$ cat src/rtl/die_mem_arbiter.sv
// die_mem_arbiter: round-robin arbiter granting NUM_CORES request channels
// onto one external memory bus. One transaction takes MEM_LAT+3 cycles:
// IDLE (grant) -> ISSUE (strobe) -> WAIT x MEM_LAT -> DONE (completion pulse).
//
// Ports:
//   clk, rst      die clock, synchronous active-high reset
//   req, we       per-channel request level and write enable
//   addr, wdata   per-channel operands, channel i at [i*W +: W]
//   done          one-hot completion pulse, one cycle long
//   rdata         read data shared by all channels, valid while done is high
//   mem_addr      memory address, held through ISSUE and WAIT
//   mem_wdata     write data for the pad, mem_oe enables the pad driver
//   mem_rdata     data sampled from the pad on the last WAIT cycle
//   mrd, mwr      one-cycle read / write strobes
module die_mem_arbiter #(
  parameter int unsigned NUM_CORES = 4,
  parameter int unsigned ADDR_W    = 32,
  parameter int unsigned DATA_W    = 32,
  parameter int unsigned MEM_LAT   = 2
) (
  input  logic                          clk,
  input  logic                          rst,
  input  logic [NUM_CORES-1:0]          req,
  input  logic [NUM_CORES-1:0]          we,
  input  logic [NUM_CORES*ADDR_W-1:0]   addr,
  input  logic [NUM_CORES*DATA_W-1:0]   wdata,
  output logic [NUM_CORES-1:0]          done,
  output logic [DATA_W-1:0]             rdata,
  output logic [ADDR_W-1:0]             mem_addr,
  output logic [DATA_W-1:0]             mem_wdata,
  input  logic [DATA_W-1:0]             mem_rdata,
  output logic                          mem_oe,
  output logic                          mrd,
  output logic                          mwr
);

  localparam int unsigned IDX_W = (NUM_CORES > 1) ? $clog2(NUM_CORES) : 1;
  localparam int unsigned CNT_W = (MEM_LAT > 1) ? $clog2(MEM_LAT) : 1;

  localparam logic [IDX_W-1:0]     LAST_IDX = IDX_W'(NUM_CORES - 1);
  localparam logic [CNT_W-1:0]     CNT_LAST = CNT_W'(MEM_LAT - 1);
  localparam logic [NUM_CORES-1:0] ONE_HOT0 = NUM_CORES'(1);

  typedef enum logic [1:0] {
    IDLE  = 2'd0,
    ISSUE = 2'd1,
    WAIT  = 2'd2,
    DONE  = 2'd3
  } state_t;

  state_t           state;
  logic [IDX_W-1:0] ptr;
  logic [IDX_W-1:0] win;
  logic             lat_we;
  logic [CNT_W-1:0] cnt;

  logic              found;
  logic [IDX_W-1:0]  sel;
  int unsigned       cand;
  logic [ADDR_W-1:0] sel_addr;
  logic [DATA_W-1:0] sel_wdata;
  logic              sel_we;

  // Round-robin search starting at ptr. Iterating downward lets the lowest
  // offset from ptr overwrite any later candidate, so no early exit is needed.
  always_comb begin
    found = 1'b0;
    sel   = '0;
    cand  = 0;
    for (int i = NUM_CORES - 1; i >= 0; i--) begin
      cand = 32'(ptr) + 32'(i);
      if (cand >= NUM_CORES) begin
        cand = cand - NUM_CORES;
      end
      if (req[IDX_W'(cand)]) begin
        found = 1'b1;
        sel   = IDX_W'(cand);
      end
    end
  end

  // Operands of the channel that would win this cycle.
  always_comb begin
    sel_addr  = addr[32'(sel) * ADDR_W +: ADDR_W];
    sel_wdata = wdata[32'(sel) * DATA_W +: DATA_W];
    sel_we    = we[sel];
  end

  // Transaction FSM; all bus outputs are registered and set on the edge
  // that enters the state in which they must be visible.
  always_ff @(posedge clk) begin
    if (rst) begin
      state     <= IDLE;
      ptr       <= '0;
      win       <= '0;
      lat_we    <= 1'b0;
      cnt       <= '0;
      done      <= '0;
      rdata     <= '0;
      mem_addr  <= '0;
      mem_wdata <= '0;
      mem_oe    <= 1'b0;
      mrd       <= 1'b0;
      mwr       <= 1'b0;
    end else begin
      case (state)
        IDLE: begin
          if (found) begin
            win       <= sel;
            lat_we    <= sel_we;
            mem_addr  <= sel_addr;
            mem_wdata <= sel_wdata;
            mem_oe    <= sel_we;
            mrd       <= ~sel_we;
            mwr       <= sel_we;
            cnt       <= '0;
            state     <= ISSUE;
          end
        end
        ISSUE: begin
          mrd   <= 1'b0;
          mwr   <= 1'b0;
          cnt   <= '0;
          state <= WAIT;
        end
        WAIT: begin
          if (cnt == CNT_LAST) begin
            // Memory guarantees valid read data on the last WAIT cycle.
            if (!lat_we) begin
              rdata <= mem_rdata;
            end
            mem_oe <= 1'b0;
            done   <= ONE_HOT0 << win;
            state  <= DONE;
          end else begin
            cnt <= cnt + 1'b1;
          end
        end
        DONE: begin
          done  <= '0;
          ptr   <= (win == LAST_IDX) ? '0 : win + 1'b1;
          state <= IDLE;
        end
        default: begin
          state <= IDLE;
        end
      endcase
    end
  end

endmodule

$ cat config.mk
export PLATFORM = sky130hd
export DESIGN_NAME = die_mem_arbiter
export DESIGN_NICKNAME = d
export VERILOG_FILES = /design/src/rtl/die_mem_arbiter.sv
export SDC_FILE = /design/constraint.sdc
export NUM_CORES = 1
export LEC_CHECK = 0
export ABC_AREA = 1
export CAP_MARGIN = 0
export CORE_AREA = 2 2 155 157
export CTS_CLUSTER_SIZE = 28
export DETAILED_ROUTE_END_ITERATION = 7
export DIE_AREA = 0 0 157 159
export GPL_TIMING_DRIVEN = 0
export HOLD_SLACK_MARGIN = 0.1
export SLEW_MARGIN = 20
export SYNTH_ARGS = -nofsm -noshare
export SYNTH_HDL_FRONTEND = slang
export SYNTH_SLANG_ARGS = --single-unit
$ cat constraint.sdc
create_clock -name clk -period 2.7 [get_ports clk]
set_input_delay 0.54 -clock clk [delete_from_list [all_inputs] [get_ports clk]]
set_output_delay 0.54 -clock clk [all_outputs]
set_load 0.005 [all_outputs]
==> flow_summary.json, run 1 <==
{
  "outcome": "complete, no violations",
  "cts-root-buf": "clkbuf_16",
  "wirelength_um": 30500,
  "rows": 56,
  "fp.dieH_um": 159,
  "crit_slowest_cell": "clkdlybuf4s50_1",
  "fp.dieArea_mm2": 0.0250,
  "grt-ovfl-total": 0,
  "vias": 8520,
  "finalHoldViolations": 0,
  "io-pin-count": 401,
  "place_inst": 1901,
  "hp-class": "register to register",
  "period_needed_ns": 2.55,
  "setup_viol": 0,
  "hold_buffers": 0,
  "start_util_pct": 29.3,
  "cts_buffer_depth": 2,
  "via_per_inst": 4.44,
  "fin_area_mm2": 0.0115,
  "route.detailed.drc": 0,
  "max_freq_ghz": 0.392,
  "drv_cap": 0,
  "yosys_warnings": 0,
  "post-route-util_pct": 49.7,
  "cpPeakStageDelay_ns": 0.49,
  "numClockSinks": 111,
  "grt_pass1_vias": 8233,
  "h-tree-depth": 3,
  "critPathArrivalTime_ns": 2.86,
  "post-dp-hpwl_um": 24200,
  "portBuffers": 399,
  "p_leak_uw": 0.00559,
  "clk_latency_ns": 0.37,
  "drive_above_1_share_pct": 4.57,
  "drt.antenna.violating_nets": 0,
  "cts_tree": "built",
  "ff2ff_setup_slack_ns": 0.30,
  "syn_area_mm2": 0.00679,
  "clkTransAtPathRegs_ns": 0.09,
  "n_fill_cell": 2443,
  "crit_family": "buffers and inverters",
  "mostFrequentLayoutCells": "clkdlybuf4s50_1, nand2_1, nor2_1, inv_1, dfxtp_1",
  "cpMostUsedCell": "nand2_1",
  "drt_iter0_drc": 467,
  "cts_buffers": 9,
  "grt_pass1_wl_um": 45700,
  "critPathLaunchType": "primary input",
  "multiInputGateArea_mm2": 0.00368,
  "final_max_slew_viol_count": 0,
  "crit_type": "primary input to register",
  "worst_ep_required_time_ns": 3.01,
  "cp_cell_sequence": "clkdlybuf4s50_1, nand2_1, nand2_1, nand2_1, nand2_1, nand2_1, nand2_1, nand2_1, nand2_1, nand2_2, inv_2, buf_1, o21ai_0, nor2_1, o21ai_1, inv_1",
  "p_per_area_mw_per_mm2": 927,
  "seq_area_frac_synth_pct": 32.7,
  "fp.dieW_um": 157,
  "critPathBufInv": 4,
  "crit_path_end_kind": "register",
  "vdd_ir_drop_max_mv": 0.414,
  "rsz0062_at_grt": "no",
  "dpl_cell_area_mm2": 0.0112,
  "finClkSkew_ns": 0.0162,
  "synth_cell_types": 24,
  "drt_pass1_iterations": 5,
  "area_growth_pct": 69.8,
  "antenna_found_initial": 3,
  "ff_latch_area_mm2": 0.00222,
  "finalPower_uw": 10700,
  "worst_slew_pin_slew_ns": 0.615,
  "gr-usage-all-layers_pct": 23.7,
  "gp_congestion": 0.852,
  "critPathMaxFanout": 10,
  "layout.cells.non_filler": 1920,
  "synthesis.nets": 1490,
  "fin_nets": 1900,
  "syn_inst": 1183,
  "wl_per_cell_um": 15.9,
  "maxSlewHeadroom_pct": 59.0,
  "layout_commonest_cell": "clkdlybuf4s50_1",
  "post-cts-setup-buffers": 0,
  "synth_area_per_cell_um2": 5.74,
  "core_mm2": 0.0232,
  "fin_crit_sh_pct": 94.4,
  "synth-seq-cells": 111,
  "grt_max_degree": 26
}
[worst register-to-register path: cells and delay by family, from the launching register on]
kind	cells	cell delay (ns)
compound gates	2	0.24
buf+inv	5	0.88
flops	1	0.32
simple gates	10	0.90
[state kept, by name (all words and copies together), names as in the netlist]
signal     cells
ptr            2
mem_oe         1
done           4
lat_we         1
mem_wdata     32
mwr            1
mrd            1
rdata         32
win            2
mem_addr      32
cnt            1
state          2
[metal layers]
layer	up-vias	global-route usage, %	share of wire (%)
li1	4418	-	-
met1	3770	26.9	40
met3	23	7.27	9.0
met4	0	5.71	1.5
met2	309	42.8	50
met5	-	0	0
[path summary, 6_finish.rpt]
path,to,start,cells past startpoint
worst max-delay path,mem_addr[21]$_SDFFE_PP0P_,req[3],16
worst max register to register,mem_addr[21]$_SDFFE_PP0P_,ptr[0]$_SDFFE_PP0P_,17
worst min register to register,done[2]$_SDFFE_PP0P_,done[2]$_SDFFE_PP0P_,2
worst min-delay path,done[2]$_SDFFE_PP0P_,done[2]$_SDFFE_PP0P_,2
[synth_stat cells, drive strengths merged]
cell,number,area (µm²)
a211oi,2,15.0
a21oi,11,55.1
buf,37,265
clkbuf,34,128
dfxtp,111,2220
ha,9,113
inv,131,497
nand2,365,1390
nand3,36,180
nor2,279,1070
nor3,1,5.00
o211a,1,10.0
o21a,1,7.51
o21ai,165,826
[what timing repair did]
action,4_1_cts,5_1_grt
hold endpoints to repair,0,0
gates resized for setup,1,10
setup endpoints to repair,1,26
[metrics by stage]
| step | worst slack [ns] | hold slack, ns | setup TNS (ns) |
|---|---|---|---|
| CTS | 0.0439 | 0.471 | 0 |
| global route | 0.000450 | 0.509 | 0 |
| floorplan | 0.779 | 0.456 | 0 |
| finish | 0.152 | 0.470 | 0 |
| global placement | -0.322 | 0.453 | -8.78 |
| detailed placement | -0.331 | 0.458 | -9.48 |
[layout make-up]
cell class,instances,area share (%)
multi-input cells,870,31.9
clock buffers,9,1.95
flip-flops and latches,111,19.3
plain buffers,71,3.50
clock inverters,7,0.901
diodes,3,0.0651
inverters,131,4.31
repair buffers,399,34.6
well taps,319,3.46
[logic make-up (layout without fill, tap and decap cells)]
family / after synthesis / after routing / synth area share, %
other: 0 / 3 / 0
DFF: 111 / 111 / 32.7
adders and majority gates: 9 / 9 / 1.66
AOI/OAI and AO/OA: 180 / 180 / 13.5
buffers and inverters: 202 / 617 / 13.1
and+or+nand+nor: 681 / 681 / 39.0
[report_power, final]
part / switching (µW) / total (µW) / internal (µW)
sequential: 285 / 2440 / 2160
clock: 803 / 1500 / 697
combinational: 3950 / 6750 / 2800
total: 5040 / 10700 / 5650
(Power assumes the default switching activity.)
==> run 2: changes to the inputs <==
--- a/config.mk
+++ b/config.mk
@@ -8,6 +8,7 @@
 export ABC_AREA = 1
 export CAP_MARGIN = 0
 export CORE_AREA = 2 2 155 157
+export CTS_CLUSTER_DIAMETER = 150
 export CTS_CLUSTER_SIZE = 28
 export DETAILED_ROUTE_END_ITERATION = 7
 export DIE_AREA = 0 0 157 159
==> results of run 2 <==
Same layout as run 1: the final DEF is identical, and so are final timing and power.
==> run 3: changes to the inputs <==
--- a/config.mk
+++ b/config.mk
@@ -7,14 +7,14 @@
 export LEC_CHECK = 0
 export ABC_AREA = 1
 export CAP_MARGIN = 0
-export CORE_AREA = 2 2 155 157
+export CORE_AREA = 2 2 156 158
 export CTS_CLUSTER_DIAMETER = 150
 export CTS_CLUSTER_SIZE = 28
 export DETAILED_ROUTE_END_ITERATION = 7
-export DIE_AREA = 0 0 157 159
+export DIE_AREA = 0 0 158 160
 export GPL_TIMING_DRIVEN = 0
 export HOLD_SLACK_MARGIN = 0.1
-export SLEW_MARGIN = 20
+export SLEW_MARGIN = 10
 export SYNTH_ARGS = -nofsm -noshare
 export SYNTH_HDL_FRONTEND = slang
 export SYNTH_SLANG_ARGS = --single-unit
==> constraint.sdc (replaced) <==
create_clock -name clk -period 2.51 [get_ports clk]
set_input_delay 0.502 -clock clk [delete_from_list [all_inputs] [get_ports clk]]
set_output_delay 0.502 -clock clk [all_outputs]
set_load 0.005 [all_outputs]
==> run 3 against run 2 <==
Against the previous run: total power is 8.3% higher; sequential power rose by 8.2%; hold slack is essentially flat; register-to-register slack got worse by 0.08 ns; via count up 0.46%; critical path depth is the same; core utilization fell by 1.1 points; combinational power increased by 8.6%; final area is 0.46% higher; clock-buffer cell count did not move; critical endpoint is now mem_wdata[1]$_SDFFE_PP0P_; highest routed layer unchanged.
==> flow_summary.json, run 3 (same netlist as run 1, synthesis figures left out) <==
{
  "fp.dieArea_mm2": 0.0253,
  "r2r_cells": 18,
  "fin_area_mm2": 0.0116,
  "final_max_slew_viol_count": 0,
  "portBuffers": 399,
  "critPathArrivalTime_ns": 2.68,
  "layout_commonest_cell": "clkdlybuf4s50_1",
  "grt_pass1_vias": 8063,
  "top_regs": "mem_addr: 32 flops, mem_wdata: 32 flops, rdata: 32 flops",
  "p_sw_share_pct": 46.8,
  "finClkSkew_ns": 0.0150,
  "fin_crit_sh_pct": 94.5,
  "combPwrFrac_pct": 63.3,
  "grt-ovfl-total": 0,
  "n_fill_cell": 2517,
  "area_growth_pct": 70.6,
  "clkTransAtPathRegs_ns": 0.09,
  "route.detailed.drc": 0,
  "crit_path_end_kind": "register",
  "drt_iter0_drc": 493,
  "cts_tree": "built",
  "mostFrequentLayoutCells": "clkdlybuf4s50_1, nand2_1, nor2_1, inv_1, dfxtp_1",
  "hold_buffers": 0,
  "dpl_cell_area_mm2": 0.0112,
  "ff2ff_setup_slack_ns": 0.22,
  "clockPowerShare_pct": 13.9,
  "post-dp-hpwl_um": 23900,
  "worstReg2RegStart": "ptr[0]$_SDFFE_PP0P_",
  "period_needed_ns": 2.37,
  "vias": 8559,
  "fp.dieW_um": 158,
  "grt_pass1_wl_um": 44400,
  "critPathLaunchType": "primary input",
  "clk_latency_ns": 0.37,
  "wirelength_um": 30100,
  "h-tree-depth": 3,
  "finalWorstSetupSlack_ns": 0.139,
  "crit_type": "primary input to register",
  "setup.worst_path.start": "req[1]",
  "grt_max_degree": 26,
  "worst_slew_pin_slew_ns": 0.643,
  "finalPower_uw": 11600,
  "dp_slack_ns": -0.518,
  "antenna_found_initial": 0,
  "numClockSinks": 111,
  "whs_ns": 0.470,
  "crit_end": "mem_wdata[1]$_SDFFE_PP0P_",
  "vdd_ir_drop_max_mv": 0.423,
  "drt_pass1_iterations": 4,
  "cpMostUsedCell": "nand2_1",
  "cpPeakStageDelay_ns": 0.49,
  "via_per_inst": 4.45,
  "cts_buffers": 9,
  "drt.antenna.violating_nets": 0,
  "cts-root-buf": "clkbuf_16",
  "setup_viol": 0,
  "gp_congestion": 0.831,
  "worst_ep_required_time_ns": 2.82,
  "drive_above_1_share_pct": 5.06,
  "start_util_pct": 28.5,
  "cts_buffer_depth": 2,
  "rsz0062_at_grt": "yes",
  "p_leak_uw": 0.00563,
  "rows": 57,
  "cp_cell_sequence": "clkdlybuf4s50_1, nand2_1, nand2_1, nand2_1, nand2_2, inv_2, nand2_1, nand2_1, nand2_1, nand2_2, inv_6, clkbuf_2, o21ai_0, nor2_1, o21ai_1, inv_1",
  "finalHoldViolations": 0,
  "hp-class": "register to register",
  "io-pin-count": 401,
  "r2r_end": "mem_addr[16]$_SDFFE_PP0P_",
  "maxSlewHeadroom_pct": 57.2,
  "p_per_area_mw_per_mm2": 1000,
  "switchingPower_uw": 5410,
  "outcome": "complete, no violations",
  "gr-usage-all-layers_pct": 22.9,
  "wl_per_cell_um": 15.6,
  "core_mm2": 0.0238,
  "setup_tns_ns": 0,
  "drv_cap": 0,
  "fin_nets": 1902,
  "max_freq_ghz": 0.422,
  "fp.dieH_um": 160,
  "critPathMaxFanout": 10,
  "seqPwrFrac_pct": 22.8,
  "crit_slowest_cell": "clkdlybuf4s50_1",
  "p_int_uw": 6170
}
## run 3: changes by cell type in the layout (fill, tap and decap cells not counted)
cell and change:
nor2_2 +1, nor2_1 -1, diode_2 -2, buf_1 -1
clkbuf_4 +3, buf_4 +2, clkbuf_2 +5, clkbuf_1 -4
inv_2 -1, buf_2 -4, buf_12 +1, inv_6 +1
## run 3: power by group through the flow
stage	combinational, µW	sequential [µW]	clock (µW)
2_1_floorplan	4160	2670	0
3_3_place_gp	7230	2660	0
3_5_place_dp	7270	2670	0
4_1_cts	7310	2640	1660
5_1_grt	8210	2700	1720
6_report	7330	2640	1610
## run 3: cell type report
cell class	instances	area [µm²]	share of cell area, %
inverter	131	502	4.33
multi-input combinational	870	3680	31.8
buffer	71	419	3.62
clock inverter	7	104	0.897
antenna	1	2.50	0.0216
sequential	111	2220	19.2
clock buffer	9	225	1.94
tap	324	405	3.50
timing repair buffer	401	4020	34.7
## run 3: repair_timing
item / in CTS / in global routing
pin swaps: 0 / 1
buffers inserted: 0 / 2
setup endpoints to repair: 11 / 54
resized for setup: 3 / 24
cloned: 0 / 0
## run 3: worst min path at each step
stage,start,to,slack [ns],cells past startpoint
finish,done[0]$_SDFFE_PP0P_,done[0]$_SDFFE_PP0P_,0.47,2
global route,done[3]$_SDFFE_PP0P_,done[3]$_SDFFE_PP0P_,0.50,2
CTS,done[1]$_SDFFE_PP0P_,done[1]$_SDFFE_PP0P_,0.47,2
detailed placement,done[1]$_SDFFE_PP0P_,done[1]$_SDFFE_PP0P_,0.46,2
global placement,mrd$_SDFFE_PP0P_,mrd$_SDFFE_PP0P_,0.45,2
floorplan,done[0]$_SDFFE_PP0P_,done[0]$_SDFFE_PP0P_,0.46,2
## run 3: worst max-delay path: cells and delay by family
kind | cells | cell delay (ns)
buffers and inverters | 5 | 1.06
and+or+nand+nor | 9 | 0.90
AOI/OAI and AO/OA | 2 | 0.23
## run 3: layer usage
| metal | GRT usage (%) | wire length (µm) | up-vias |
|---|---|---|---|
| met5 | 0 | 0 | - |
| met4 | 5.98 | 576 | 0 |
| met3 | 7.16 | 2710 | 32 |
| met2 | 40.7 | 14700 | 325 |
| met1 | 26.3 | 12100 | 3786 |
| li1 | - | - | 4416 |
## run 3: through the flow
step	util, %	instances
after floorplan	-	1183
after global placement	47.0	1906
after detailed placement	47.0	1906
after CTS	48.4	1922
after global routing	48.6	1924
final	48.6	1925
